[config.mk]
export PLATFORM = sky130hd
export DESIGN_NAME = dmem_arbiter_flat
export DESIGN_NICKNAME = d
export VERILOG_FILES = /design/src/rtl/dmem_pkg.sv /design/src/rtl/dmem_arbiter_if.sv /design/src/rtl/arb2_rr.sv /design/src/rtl/dmem_arbiter.sv /design/src/flat_wrapper.sv
export SDC_FILE = /design/constraint.sdc
export NUM_CORES = 1
export LEC_CHECK = 0
export BUFFER_PORTS_ARGS = -buffer_cell sky130_fd_sc_hd__buf_2
export CORE_AREA = 2 2 122 124
export DETAILED_ROUTE_END_ITERATION = 7
export DIE_AREA = 0 0 124 126
export HOLD_SLACK_MARGIN = 0.08
export PLACE_DENSITY = 0.84
export SYNTH_ARGS = -nofsm -noshare
export SYNTH_HDL_FRONTEND = slang
export SYNTH_SLANG_ARGS = --single-unit
[constraint.sdc]
create_clock -name clk -period 4.7 [get_ports clk]
set_clock_uncertainty 0.05 [all_clocks]
set_input_delay 0.94 -clock clk [delete_from_list [all_inputs] [get_ports clk]]
set_output_delay 0.94 -clock clk [all_outputs]
set_load 0.005 [all_outputs]
[src/rtl/dmem_pkg.sv]
// Shared definitions for the data-memory arbiter: access-size encodings,
// requester ids, the command-stage record and the alignment check.
package dmem_pkg;

  localparam logic [1:0] RW_B       = 2'b00;
  localparam logic [1:0] RW_H       = 2'b01;
  localparam logic [1:0] RW_W       = 2'b10;
  localparam logic [1:0] RW_ILL     = 2'b11;
  localparam int         RW_UNS_BIT = 2;

  localparam logic PORT_CORE = 1'b0;
  localparam logic PORT_DBG  = 1'b1;

  typedef struct packed {
    logic        port;
    logic        we;
    logic [31:0] addr;
    logic [2:0]  rw_type;
    logic [31:0] wdata;
    logic        err;
  } cmd_t;

  // Also flags the reserved size encoding, so one call covers every error case.
  function automatic logic misaligned(input logic [1:0] addr_lo, input logic [2:0] rw_type);
    logic bad;
    bad = 1'b0;
    case (rw_type[1:0])
      RW_H:    bad = addr_lo[0];
      RW_W:    bad = (addr_lo != 2'b00);
      RW_ILL:  bad = 1'b1;
      default: bad = 1'b0;
    endcase
    return bad;
  endfunction

endpackage

[src/rtl/dmem_arbiter_if.sv]
// Requester-side bundle for both arbiter ports. The arbiter uses the slave
// modport; requesters (or a bench) use master.
//
// Handshake: pN_req is valid and its payload stays stable until pN_gnt is
// seen high in the same cycle; the transfer happens on that rising edge.
// pN_rsp_valid is a single-cycle pulse with no back-pressure.
interface dmem_arbiter_if;
  logic        p0_req;
  logic        p0_we;
  logic [31:0] p0_addr;
  logic [2:0]  p0_rw_type;
  logic [31:0] p0_wdata;
  logic        p0_gnt;
  logic        p0_rsp_valid;
  logic        p0_rsp_err;
  logic [31:0] p0_rdata;

  logic        p1_req;
  logic        p1_we;
  logic [31:0] p1_addr;
  logic [2:0]  p1_rw_type;
  logic [31:0] p1_wdata;
  logic        p1_gnt;
  logic        p1_rsp_valid;
  logic        p1_rsp_err;
  logic [31:0] p1_rdata;

  modport slave (
    input  p0_req, p0_we, p0_addr, p0_rw_type, p0_wdata,
    input  p1_req, p1_we, p1_addr, p1_rw_type, p1_wdata,
    output p0_gnt, p0_rsp_valid, p0_rsp_err, p0_rdata,
    output p1_gnt, p1_rsp_valid, p1_rsp_err, p1_rdata
  );

  modport master (
    output p0_req, p0_we, p0_addr, p0_rw_type, p0_wdata,
    output p1_req, p1_we, p1_addr, p1_rw_type, p1_wdata,
    input  p0_gnt, p0_rsp_valid, p0_rsp_err, p0_rdata,
    input  p1_gnt, p1_rsp_valid, p1_rsp_err, p1_rdata
  );
endinterface

[src/rtl/arb2_rr.sv]
// Two-way arbiter: round-robin (PRIO_MODE=0) or port-0 priority with a
// starvation guard for port 1 (PRIO_MODE=1). One-hot grant, combinational.
module arb2_rr #(
  parameter int PRIO_MODE = 0,
  parameter int MAX_WAIT  = 8
) (
  input  logic       clk,
  input  logic       rst_n,
  input  logic [1:0] req_i,
  output logic [1:0] gnt_o
);

  localparam int             WW       = (MAX_WAIT < 1) ? 1 : $clog2(MAX_WAIT + 1);
  localparam logic [WW-1:0]  WAIT_MAX = WW'(MAX_WAIT);

  logic          last_grant_q, last_grant_d;
  logic [WW-1:0] wait_cnt_q, wait_cnt_d;

  always_ff @(posedge clk or negedge rst_n) begin
    if (!rst_n) begin
      last_grant_q <= 1'b1;
      wait_cnt_q   <= '0;
    end else begin
      last_grant_q <= last_grant_d;
      wait_cnt_q   <= wait_cnt_d;
    end
  end

  always_comb begin
    gnt_o        = req_i;
    last_grant_d = last_grant_q;
    wait_cnt_d   = wait_cnt_q;

    if (req_i == 2'b11) begin
      if (PRIO_MODE == 0) gnt_o = last_grant_q ? 2'b01 : 2'b10;
      else                gnt_o = (wait_cnt_q == WAIT_MAX) ? 2'b10 : 2'b01;
    end

    if (gnt_o != 2'b00) last_grant_d = gnt_o[1];

    // Refusal counter saturates so a long-blocked port 1 stays at the forcing value.
    if (gnt_o[1])                             wait_cnt_d = '0;
    else if (req_i[1] && wait_cnt_q != WAIT_MAX) wait_cnt_d = wait_cnt_q + 1'b1;
  end

endmodule

[src/rtl/dmem_arbiter.sv]
// Shares a single-port data memory between the core LSU (port 0) and a
// debug/DMA master (port 1): accept -> one-cycle memory command -> response.
module dmem_arbiter
  import dmem_pkg::*;
#(
  parameter int PRIO_MODE = 0,
  parameter int MAX_WAIT  = 8
) (
  input  logic        clk,
  input  logic        rst_n,
  dmem_arbiter_if.slave ports,
  output logic        mem_we,
  output logic        mem_re,
  output logic [31:0] mem_addr,
  output logic [2:0]  mem_rw_type,
  output logic [31:0] mem_wdata,
  input  logic [31:0] mem_rdata
);

  logic [1:0]  req, gnt;
  cmd_t        cmd_q, cmd_d;
  logic        cmd_valid_q, cmd_valid_d;
  logic        mem_active;
  logic        hit0, hit1;
  logic [31:0] load_data;
  logic [1:0]  rsp_valid_q, rsp_valid_d;
  logic [1:0]  rsp_err_q, rsp_err_d;
  logic [31:0] rdata0_q, rdata0_d, rdata1_q, rdata1_d;

  assign req = {ports.p1_req, ports.p0_req};

  arb2_rr #(.PRIO_MODE(PRIO_MODE), .MAX_WAIT(MAX_WAIT)) u_arb (
    .clk   (clk),
    .rst_n (rst_n),
    .req_i (req),
    .gnt_o (gnt)
  );

  assign ports.p0_gnt = gnt[0];
  assign ports.p1_gnt = gnt[1];

  // The command stage empties every cycle, so acceptance never has to stall.
  always_comb begin
    cmd_d       = cmd_q;
    cmd_valid_d = |gnt;
    if (gnt[1]) begin
      cmd_d.port    = PORT_DBG;
      cmd_d.we      = ports.p1_we;
      cmd_d.addr    = ports.p1_addr;
      cmd_d.rw_type = ports.p1_rw_type;
      cmd_d.wdata   = ports.p1_wdata;
    end else if (gnt[0]) begin
      cmd_d.port    = PORT_CORE;
      cmd_d.we      = ports.p0_we;
      cmd_d.addr    = ports.p0_addr;
      cmd_d.rw_type = ports.p0_rw_type;
      cmd_d.wdata   = ports.p0_wdata;
    end
    cmd_d.err = misaligned(cmd_d.addr[1:0], cmd_d.rw_type);
  end

  always_ff @(posedge clk or negedge rst_n) begin
    if (!rst_n) begin
      cmd_q       <= '0;
      cmd_valid_q <= 1'b0;
    end else begin
      cmd_q       <= cmd_d;
      cmd_valid_q <= cmd_valid_d;
    end
  end

  assign mem_active  = cmd_valid_q && !cmd_q.err;
  assign mem_we      = mem_active &&  cmd_q.we;
  assign mem_re      = mem_active && !cmd_q.we;
  assign mem_addr    = mem_active ? cmd_q.addr    : '0;
  assign mem_rw_type = mem_active ? cmd_q.rw_type : '0;
  assign mem_wdata   = mem_active ? cmd_q.wdata   : '0;

  // Load data is taken from memory at the end of the access cycle; stores and errors return zero.
  always_comb begin
    hit0        = cmd_valid_q && (cmd_q.port == PORT_CORE);
    hit1        = cmd_valid_q && (cmd_q.port == PORT_DBG);
    load_data   = (!cmd_q.we && !cmd_q.err) ? mem_rdata : '0;
    rsp_valid_d = {hit1, hit0};
    rsp_err_d   = {hit1 && cmd_q.err, hit0 && cmd_q.err};
    rdata0_d    = hit0 ? load_data : '0;
    rdata1_d    = hit1 ? load_data : '0;
  end

  always_ff @(posedge clk or negedge rst_n) begin
    if (!rst_n) begin
      rsp_valid_q <= '0;
      rsp_err_q   <= '0;
      rdata0_q    <= '0;
      rdata1_q    <= '0;
    end else begin
      rsp_valid_q <= rsp_valid_d;
      rsp_err_q   <= rsp_err_d;
      rdata0_q    <= rdata0_d;
      rdata1_q    <= rdata1_d;
    end
  end

  assign ports.p0_rsp_valid = rsp_valid_q[0];
  assign ports.p1_rsp_valid = rsp_valid_q[1];
  assign ports.p0_rsp_err   = rsp_err_q[0];
  assign ports.p1_rsp_err   = rsp_err_q[1];
  assign ports.p0_rdata     = rdata0_q;
  assign ports.p1_rdata     = rdata1_q;

endmodule

[src/flat_wrapper.sv]
// flat-port wrapper written by rule: the top's interface ports become plain ports
module dmem_arbiter_flat import dmem_pkg::*;
#(
  parameter int PRIO_MODE = 0,
  parameter int MAX_WAIT  = 8
)
  (clk, rst_n, mem_we, mem_re, mem_addr, mem_rw_type, mem_wdata, mem_rdata, ports_p0_req, ports_p0_we, ports_p0_addr, ports_p0_rw_type, ports_p0_wdata, ports_p1_req, ports_p1_we, ports_p1_addr, ports_p1_rw_type, ports_p1_wdata, ports_p0_gnt, ports_p0_rsp_valid, ports_p0_rsp_err, ports_p0_rdata, ports_p1_gnt, ports_p1_rsp_valid, ports_p1_rsp_err, ports_p1_rdata);
  dmem_arbiter_if ports_i ();
  input  logic clk;
  input  logic rst_n;
  output logic mem_we;
  output logic mem_re;
  output logic [31:0] mem_addr;
  output logic [2:0] mem_rw_type;
  output logic [31:0] mem_wdata;
  input  logic [31:0] mem_rdata;
  input wire logic [$bits(ports_i.p0_req)-1:0] ports_p0_req;
  input wire logic [$bits(ports_i.p0_we)-1:0] ports_p0_we;
  input wire logic [$bits(ports_i.p0_addr)-1:0] ports_p0_addr;
  input wire logic [$bits(ports_i.p0_rw_type)-1:0] ports_p0_rw_type;
  input wire logic [$bits(ports_i.p0_wdata)-1:0] ports_p0_wdata;
  input wire logic [$bits(ports_i.p1_req)-1:0] ports_p1_req;
  input wire logic [$bits(ports_i.p1_we)-1:0] ports_p1_we;
  input wire logic [$bits(ports_i.p1_addr)-1:0] ports_p1_addr;
  input wire logic [$bits(ports_i.p1_rw_type)-1:0] ports_p1_rw_type;
  input wire logic [$bits(ports_i.p1_wdata)-1:0] ports_p1_wdata;
  output wire logic [$bits(ports_i.p0_gnt)-1:0] ports_p0_gnt;
  output wire logic [$bits(ports_i.p0_rsp_valid)-1:0] ports_p0_rsp_valid;
  output wire logic [$bits(ports_i.p0_rsp_err)-1:0] ports_p0_rsp_err;
  output wire logic [$bits(ports_i.p0_rdata)-1:0] ports_p0_rdata;
  output wire logic [$bits(ports_i.p1_gnt)-1:0] ports_p1_gnt;
  output wire logic [$bits(ports_i.p1_rsp_valid)-1:0] ports_p1_rsp_valid;
  output wire logic [$bits(ports_i.p1_rsp_err)-1:0] ports_p1_rsp_err;
  output wire logic [$bits(ports_i.p1_rdata)-1:0] ports_p1_rdata;
  assign ports_i.p0_req = ports_p0_req;
  assign ports_i.p0_we = ports_p0_we;
  assign ports_i.p0_addr = ports_p0_addr;
  assign ports_i.p0_rw_type = ports_p0_rw_type;
  assign ports_i.p0_wdata = ports_p0_wdata;
  assign ports_i.p1_req = ports_p1_req;
  assign ports_i.p1_we = ports_p1_we;
  assign ports_i.p1_addr = ports_p1_addr;
  assign ports_i.p1_rw_type = ports_p1_rw_type;
  assign ports_i.p1_wdata = ports_p1_wdata;
  assign ports_p0_gnt = ports_i.p0_gnt;
  assign ports_p0_rsp_valid = ports_i.p0_rsp_valid;
  assign ports_p0_rsp_err = ports_i.p0_rsp_err;
  assign ports_p0_rdata = ports_i.p0_rdata;
  assign ports_p1_gnt = ports_i.p1_gnt;
  assign ports_p1_rsp_valid = ports_i.p1_rsp_valid;
  assign ports_p1_rsp_err = ports_i.p1_rsp_err;
  assign ports_p1_rdata = ports_i.p1_rdata;
  dmem_arbiter #(.PRIO_MODE(PRIO_MODE), .MAX_WAIT(MAX_WAIT)) u_core (.clk(clk), .rst_n(rst_n), .ports(ports_i), .mem_we(mem_we), .mem_re(mem_re), .mem_addr(mem_addr), .mem_rw_type(mem_rw_type), .mem_wdata(mem_wdata), .mem_rdata(mem_rdata));
endmodule
==> results.cfg, run 1 <==
[sta]
tightest_slew_ns = 1.01
setup_viol = 0
finalCritPeriodShare = 0.655
slew_headroom = 0.328
layout_min_cycle_time_ns = 3.08
slew_viol_final = 0
hold-worst-slack_ns = 0.450
final-hold-violation-count = 0
grt_setup_unrepaired = false
fin_tns_setup_ns = 0
setup_ws_ns = 1.62
fmax_mhz = 325

[clocking]
postCtsSetupRepairBufs = 0
cts_sinks = 140
cts_tree = built
cts-root-buf = clkbuf_16
htree_levels = 4
clockBufferDepth = 2
clkLatencyLatePin_ns = 0.41
cts_made_buffers = 17
clkTransAtPathRegs_ns = 0.06
hold_buffers = 0
cts-resized-gates = 0

[floorplanning]
die_w_um = 124
die_area_mm2 = 0.0156
io_pins = 311
rows = 44
initial_core_util = 0.397
die_y_um = 126
core_area_mm2 = 0.0143

[setup_path]
cp-end-kind = output port
crit_end = mem_addr[31]
arrival_ns = 2.09
critPathRequiredTime_ns = 3.71
worstSetupStartpoint = u_core.cmd_q[0]
r2r_cells = 5
start_kind = register
crit-reg2reg-launch = u_core.u_arb.last_grant_q
ff2ff_setup_slack_ns = 2.56
rr_endpoint = u_core.cmd_q[0]
path_max_fanout = 68
crit_type = register to output port

[yosys]
yosys_warnings = 0
ys_ff_latch = 140
synth_edf_count = 0
ys.flop_type = dfrtp_1
synth_compound_area_frac = 0.0918
synth_nets = 715
synth_xor_area_frac = 0
synth_top_family_by_area = simple AND/OR/NAND/NOR gates
synth_cell_types = 28
synthAdderAreaFrac = 0
muxShareOfSynthArea = 0.00396
ys_seq_area_frac = 0.617
syn_avg_cell_area_um2 = 10.5
synth-async-reset-ratio = 1.00
synth_area_mm2 = 0.00568
synthCells = 543
synthSimpleGateAreaFrac = 0.245

[global_route]
grt_first_pass_wirelength_um = 24900
antenna_found_initial = 2
grt_max_degree = 106
grt_pass1_vias = 4888
grt-ovfl-total = 0
grt_use_total = 0.210

[job]
maxCapViolations = 0

[status]
status = finished, final reports clean

[place]
place_ws_ns = 2.03
post-dp-hpwl_um = 11200
gp_congestion = 0.786
port-buffer-count = 310
place_area_mm2 = 0.00731

[final_layout]
final-seq-area_mm2 = 0.00350
layout.nets = 1011
syn_to_final_growth_pct = 38.5
multi_input_area_mm2 = 0.00194
fill_cells = 1298
layout_common_cells = buf_2 (309), dfrtp_1 (139), nor2_1 (131)
finalInstanceArea_mm2 = 0.00787
final_common_cell = buf_2
drive_above_1_share = 0.420

[route]
vias_per_cell = 4.79
wirelength_um = 15900
drc = 0
ant_nets = 0
first_pass_iters = 4
wl_per_cell_um = 15.4
drt_iter0_markers = 333
num_vias = 4967

[power]
ir_worst_vdd_v = 0.000198
power_leakage_nw = 4.38
p_per_area_mw_per_mm2 = 393

[min_path]
hp-class = register to register
logic make-up (layout without fill, tap and decap cells):
group,count (synthesis),in the layout
AND/OR/NAND/NOR,276,276
flip-flops,140,140
buffers and inverters,48,357
AO/OA/AOI/OAI,77,77
other,0,1
multiplexers,2,2
critical path: stages, from the launching register on:
cell and delay, ns:
dfrtp_1 0.40, and2b_2 0.82, and2_1 0.27, buf_2 0.13
per-stage QoR:
| step | total power [W] | instances | utilization |
|---|---|---|---|
| global placement | 0.00186 | 1004 | 0.511 |
| floorplan | 0.00162 | 543 | - |
| detailed placement | 0.00187 | 1004 | 0.511 |
| CTS | 0.00313 | 1036 | 0.550 |
| finish | 0.00309 | 1037 | 0.550 |
| global route | 0.00326 | 1036 | 0.550 |
Yosys cell counts (2+ instances only):
master    number  area (um2)
a22oi_1        2        15.0
o22a_1         3        26.3
mux2_2         2        22.5
buf_2          9        45.0
inv_1          8        30.0
nand2_1        3        11.3
nor2_1       131         492
dfrtp_1      139        3480
o22ai_1       64         400
and2_1       103         644
buf_6          6        67.6
and3_1        33         206
clkbuf_1      22        82.6
buf_4          2        15.0
o211ai_1       3        22.5
worst min path at each step:
| stage | from | end | slack [ns] | cells past startpoint |
|---|---|---|---|---|
| 2_1_floorplan | u_core.cmd_q[10] | u_core.cmd_q[10] | 0.42 | 2 |
| 3_3_place_gp | u_core.cmd_q[28] | u_core.cmd_q[28] | 0.43 | 2 |
| 3_5_place_dp | u_core.cmd_q[28] | u_core.cmd_q[28] | 0.44 | 2 |
| 4_1_cts | u_core.cmd_q[18] | u_core.cmd_q[18] | 0.46 | 2 |
| 5_1_grt | u_core.cmd_q[39] | u_core.cmd_q[39] | 0.47 | 2 |
| 6_report | u_core.cmd_q[18] | u_core.cmd_q[18] | 0.45 | 2 |
state kept, by name, summed over array words and instances (netlist names):
| signal | count |
|---|---|
| u_core.cmd_q | 70 |
| u_core.u_arb.last_grant_q | 1 |
| u_core.cmd_valid_q | 1 |
| u_core.ports.p1_rdata | 32 |
| u_core.rsp_err_q | 2 |
| u_core.rsp_valid_q | 2 |
| u_core.ports.p0_rdata | 32 |
where the power goes:
| part | switching (W) | internal [W] | total (W) |
|---|---|---|---|
| sequential | 0.0000556 | 0.00130 | 0.00136 |
| combinational | 0.000258 | 0.000229 | 0.000488 |
| clock | 0.000553 | 0.000693 | 0.00125 |
| total | 0.000866 | 0.00223 | 0.00309 |
layout make-up:
cell class / instances / area share
tap: 184 / 0.0292
timing repair buffer: 316 / 0.204
sequential: 140 / 0.445
inverter: 9 / 0.00429
clock inverter: 15 / 0.0165
multi-input combinational: 355 / 0.247
clock buffer: 17 / 0.0540
antenna: 1 / 0.000318
per-layer routing:
layer / wire [um] / vias up / GRT usage
met5: 11 / - / 0
met4: 350 / 2 / 0.0753
met3: 1020 / 27 / 0.0625
met2: 8170 / 179 / 0.365
met1: 6390 / 2345 / 0.245
li1: - / 2414 / -
No activity file was read; power rests on OpenSTA's default activity.
==> run 2, diff against run 1 <==
CORE_AREA = not set   (was 2 2 122 124)
CORE_ASPECT_RATIO = 1.75   (was not set)
CORE_MARGIN = 2   (was not set)
CORE_UTILIZATION = 40   (was not set)
DIE_AREA = not set   (was 0 0 124 126)
PLACE_DENSITY = 0.87   (was 0.84)
clock period = 2.7 ns   (was 4.7 ns; I/O delays follow)
==> run 2 against run 1 <==
Clock-buffer cell count grew 1. Final cell count about the same. First-iteration DRC count down 43%.
==> results.cfg, run 2 (synthesis gave the netlist of run 1 again) <==
[sta]
finalCritPeriodShare = 0.909
fin_tns_setup_ns = 0
grt_setup_unrepaired = false
layout_min_cycle_time_ns = 2.46
setup_viol = 0
slew_viol_final = 0
final-hold-violation-count = 0
fmax_mhz = 407
slew_headroom = 0.552
tightest_slew_ns = 0.669

[final_layout]
final_common_cell = buf_2
syn_to_final_growth_pct = 40.5
drive_above_1_share = 0.426
final_core_util = 0.574
finalInstanceArea_mm2 = 0.00799
largest_reg_flops = 70
final_cells = 1038
largest-register = u_core.cmd_q
layout_common_cells = buf_2 (309), dfrtp_1 (139), nor2_1 (130)
layout.nets = 1018
fill_cells = 1231

[global_route]
grt_max_degree = 68
grt_first_pass_wirelength_um = 25100
grt-ovfl-total = 0
grt_use_total = 0.215
grt_pass1_vias = 5120
antenna_found_initial = 2

[route]
wirelength_um = 16300
drt_iter0_markers = 191
ant_nets = 0
vias_per_cell = 4.82
num_vias = 5003
drc = 0
wl_per_cell_um = 15.7
first_pass_iters = 4

[clocking]
cts-root-buf = clkbuf_16
cts-resized-gates = 0
hold_buffers = 0
htree_levels = 4
clkTransAtPathRegs_ns = 0.06
cts_tree = built
cts_sinks = 140
postCtsSetupRepairBufs = 0
clkLatencyLatePin_ns = 0.40
cts_made_buffers = 17
clockBufferDepth = 2

[setup_path]
crit-reg2reg-launch = u_core.u_arb.last_grant_q
max_stage_delay_ns = 0.49
rr_endpoint = u_core.cmd_q[0]
crit_end = mem_wdata[31]
crit_chain = and2b_2 -> buf_4 -> and2_1 -> buf_2
arrival_ns = 1.87
crit_cells = 4
crit_family = simple AND/OR/NAND/NOR gates
cp-end-kind = output port
crit_type = register to output port
path_max_fanout = 27
ff2ff_setup_slack_ns = 0.91
start_kind = register
worstSetupStartpoint = u_core.cmd_q[0]
critPathRequiredTime_ns = 2.11
crit_buf_inv = 2
crit_slowest_cell = and2b_2
r2r_cells = 4

[status]
status = finished, final reports clean

[floorplanning]
die_w_um = 94.1
die_area_mm2 = 0.0152
io_pins = 311
die_y_um = 162
rows = 57
core_area_mm2 = 0.0139
initial_core_util = 0.409

[job]
maxCapViolations = 0

[min_path]
hp-class = input pin to asynchronous set/reset pin

[power]
ir_worst_vdd_v = 0.000397
p_per_area_mw_per_mm2 = 695
power_leakage_nw = 4.43

[place]
gp_congestion = 0.878
port-buffer-count = 310
dp_cells = 1004
place_area_mm2 = 0.00740
post-dp-hpwl_um = 12400
## run 2: cell count changes in the layout (fill, tap and decap cells not counted), sizes merged
cell	change
buf	+7
clkinv	-5
clkinvlp	+2
bufinv	+1
clkbuf	+1
diode	+1
inv	+1
## run 2: area by class of cell
type                            instances  area, um2  share of cell area
Sequential cell                       140       3500               0.439
Multi-Input combinational cell        355       1940               0.243
Timing Repair Buffer                  323       1690               0.212
Clock buffer                           18        439              0.0550
Tap cell                              177        221              0.0277
Clock inverter                         14        148              0.0185
Inverter                                9       33.8             0.00423
Antenna cell                            2       5.00            0.000626
## run 2: stage by stage
stage               worst slack, ns  hold slack [ns]  power [W]
floorplan                     0.877            0.194    0.00282
global placement              0.634            0.431    0.00328
detailed placement            0.588            0.442    0.00331
CTS                           0.179           0.0876    0.00562
global route                 0.0793            0.121    0.00581
finish                        0.244           0.0772    0.00555
## run 2: worst min-delay path by stage
stage	startpoint	to	slack, ns	depth (start not counted)
after global routing	rst_n	u_core.ports.p0_rdata[7]	0.12	1
after floorplan	rst_n	u_core.cmd_q[0]	0.19	0
final	rst_n	u_core.ports.p0_rdata[7]	0.08	1
after global placement	u_core.cmd_q[25]	u_core.cmd_q[25]	0.43	2
after detailed placement	u_core.cmd_q[49]	u_core.cmd_q[49]	0.44	2
after CTS	rst_n	u_core.ports.p0_rdata[7]	0.09	1
## run 2: layer usage
metal,share of wire,up-vias,global-route usage,wire (um)
met5,0,-,0,0
met4,0.037,0,0.110,608
met3,0.052,39,0.0417,838
met2,0.53,210,0.372,8680
met1,0.38,2335,0.249,6140
li1,-,2419,-,-
## run 2: power breakdown
| group | total [W] | switching [W] | internal (W) |
|---|---|---|---|
| logic | 0.000901 | 0.000477 | 0.000425 |
| clock network | 0.00229 | 0.000961 | 0.00133 |
| registers | 0.00236 | 0.0000876 | 0.00227 |
| total | 0.00555 | 0.00153 | 0.00403 |
==> run 3, diff against run 2 <==
CORE_AREA = 2 2 119 121   (was not set)
CORE_ASPECT_RATIO = not set   (was 1.75)
CORE_MARGIN = not set   (was 2)
CORE_UTILIZATION = not set   (was 40)
DIE_AREA = 0 0 121 123   (was not set)
SLEW_MARGIN = 20   (was not set)
clock period = 2.8 ns   (was 2.7 ns; I/O delays follow)
==> run 3 against run 2 <==
Largest cell class unchanged. Routed wire length fell by 1.5%. Non-clock buffer count fell by 2. Critical path type unchanged. Global-route usage fell by 0.39 points. Clock-buffer cell count rose by 1.
==> results.cfg, run 3 (synthesis gave the netlist of run 1 again) <==
[route]
first_pass_iters = 4
num_vias = 5009
wl_per_cell_um = 15.4
drc = 0
drt_iter0_markers = 306
vias_per_cell = 4.82
wirelength_um = 16000
ant_nets = 0

[global_route]
grt-ovfl-total = 0
grt_use_total = 0.211
antenna_found_initial = 3
grt_first_pass_wirelength_um = 23900
grt_max_degree = 71
grt_pass1_vias = 4635

[setup_path]
worstSetupStartpoint = u_core.u_arb.last_grant_q
crit_family = flip-flops
crit_chain = a21bo_2 -> inv_1 -> buf_2
arrival_ns = 1.70
cp-end-kind = output port
max_stage_delay_ns = 0.61
crit_slowest_cell = dfstp_2
crit_type = register to output port
path_max_fanout = 25
start_kind = register
critPathRequiredTime_ns = 2.19
crit-reg2reg-launch = u_core.u_arb.last_grant_q
crit_buf_inv = 2

[min_path]
hp-class = input pin to asynchronous set/reset pin

[power]
switchingPower_w = 0.00142
power_frac_clock = 0.410
ir_worst_vdd_v = 0.000446
p_per_area_mw_per_mm2 = 665
p_int_w = 0.00389
power.share.switching = 0.268
p_seq_frac = 0.427
fin_total_pwr_w = 0.00531
power_leakage_nw = 4.43
comb_power_share = 0.162

[final_layout]
largest-register = u_core.cmd_q
layout.nets = 1016
largest_reg_flops = 70
final_common_cell = buf_2
fill_cells = 1133
drive_above_1_share = 0.424
layout_common_cells = buf_2 (309), dfrtp_1 (139), nor2_1 (131)
syn_to_final_growth_pct = 40.5

[sta]
final-hold-violation-count = 0
setup_ws_ns = 0.489
fmax_mhz = 433
fin_tns_setup_ns = 0
slew_viol_final = 0
tightest_slew_ns = 0.635
slew_headroom = 0.577
finalCritPeriodShare = 0.825
layout_min_cycle_time_ns = 2.31
setup_viol = 0
grt_setup_unrepaired = false

[floorplanning]
die_y_um = 123
initial_core_util = 0.418
core_area_mm2 = 0.0136
io_pins = 311
die_area_mm2 = 0.0149
die_w_um = 121
rows = 43

[status]
status = finished, final reports clean

[clocking]
postCtsSetupRepairBufs = 0
clkTransAtPathRegs_ns = 0.06
cts-root-buf = clkbuf_16
cts-resized-gates = 0
cts_tree = built
cts_sinks = 140
hold_buffers = 0
cts_made_buffers = 17
clockBufferDepth = 2
htree_levels = 4
clkLatencyLatePin_ns = 0.41

[place]
place_ws_ns = 0.732
post-dp-hpwl_um = 11500
gp_congestion = 0.841
port-buffer-count = 310

[job]
maxCapViolations = 0
## run 3: cell count changes in the layout (fill, tap and decap cells not counted)
cell      delta
buf_4        -3
inv_8        -2
buf_12       +1
clkbuf_8     +1
clkinv_2     +1
nor2_1       +1
nor2_2       -1
## run 3: final timing paths
kind | to | slack (ns) | cells past startpoint
setup / recovery | ports_p1_gnt | 0.49 | 3
hold / removal | u_core.ports.p0_rdata[28] | 0.1 | 1
setup reg to reg | u_core.cmd_q[3] | 0.92 | 4
hold reg to reg | u_core.cmd_q[4] | 0.45 | 2
max in group asynchronous | u_core.cmd_q[10] | 1.88 | 2
min in group clk | u_core.ports.p0_rdata[15] | 0.31 | 2
## run 3: stage by stage
stage / hold WS [ns] / utilization / instances / instance area (um2)
final: 0.0996 / 0.587 / 1039 / 7980
after global routing: 0.134 / 0.587 / 1039 / 7980
after CTS: 0.109 / 0.586 / 1037 / 7980
after detailed placement: 0.441 / 0.543 / 1005 / 7400
after global placement: 0.431 / 0.543 / 1005 / 7400
after floorplan: 0.214 / - / 543 / 5680
## run 3: routing by layer
layer,track usage,vias up,part of all wire
met5,0,-,0.00081
met4,0.0894,2,0.025
met3,0.0544,34,0.064
met2,0.355,210,0.52
met1,0.258,2356,0.39
li1,-,2407,-
## run 3: final cells by class
type | instances | area (um2) | share of cell area
Multi-Input combinational cell | 355 | 1940 | 0.243
Tap cell | 180 | 225 | 0.0282
Antenna cell | 2 | 5.00 | 0.000627
Sequential cell | 140 | 3500 | 0.439
Clock inverter | 13 | 130 | 0.0163
Clock buffer | 19 | 453 | 0.0567
Inverter | 9 | 33.8 | 0.00423
Timing Repair Buffer | 321 | 1690 | 0.212
## run 3: power by group through the flow
| stage | logic [W] | registers [W] | clock network, W |
|---|---|---|---|
| 2_1_floorplan | 0.000432 | 0.00228 | 0 |
| 3_3_place_gp | 0.000853 | 0.00230 | 0 |
| 3_5_place_dp | 0.000870 | 0.00230 | 0 |
| 4_1_cts | 0.000873 | 0.00227 | 0.00223 |
| 5_1_grt | 0.000953 | 0.00229 | 0.00234 |
| 6_report | 0.000862 | 0.00227 | 0.00218 |
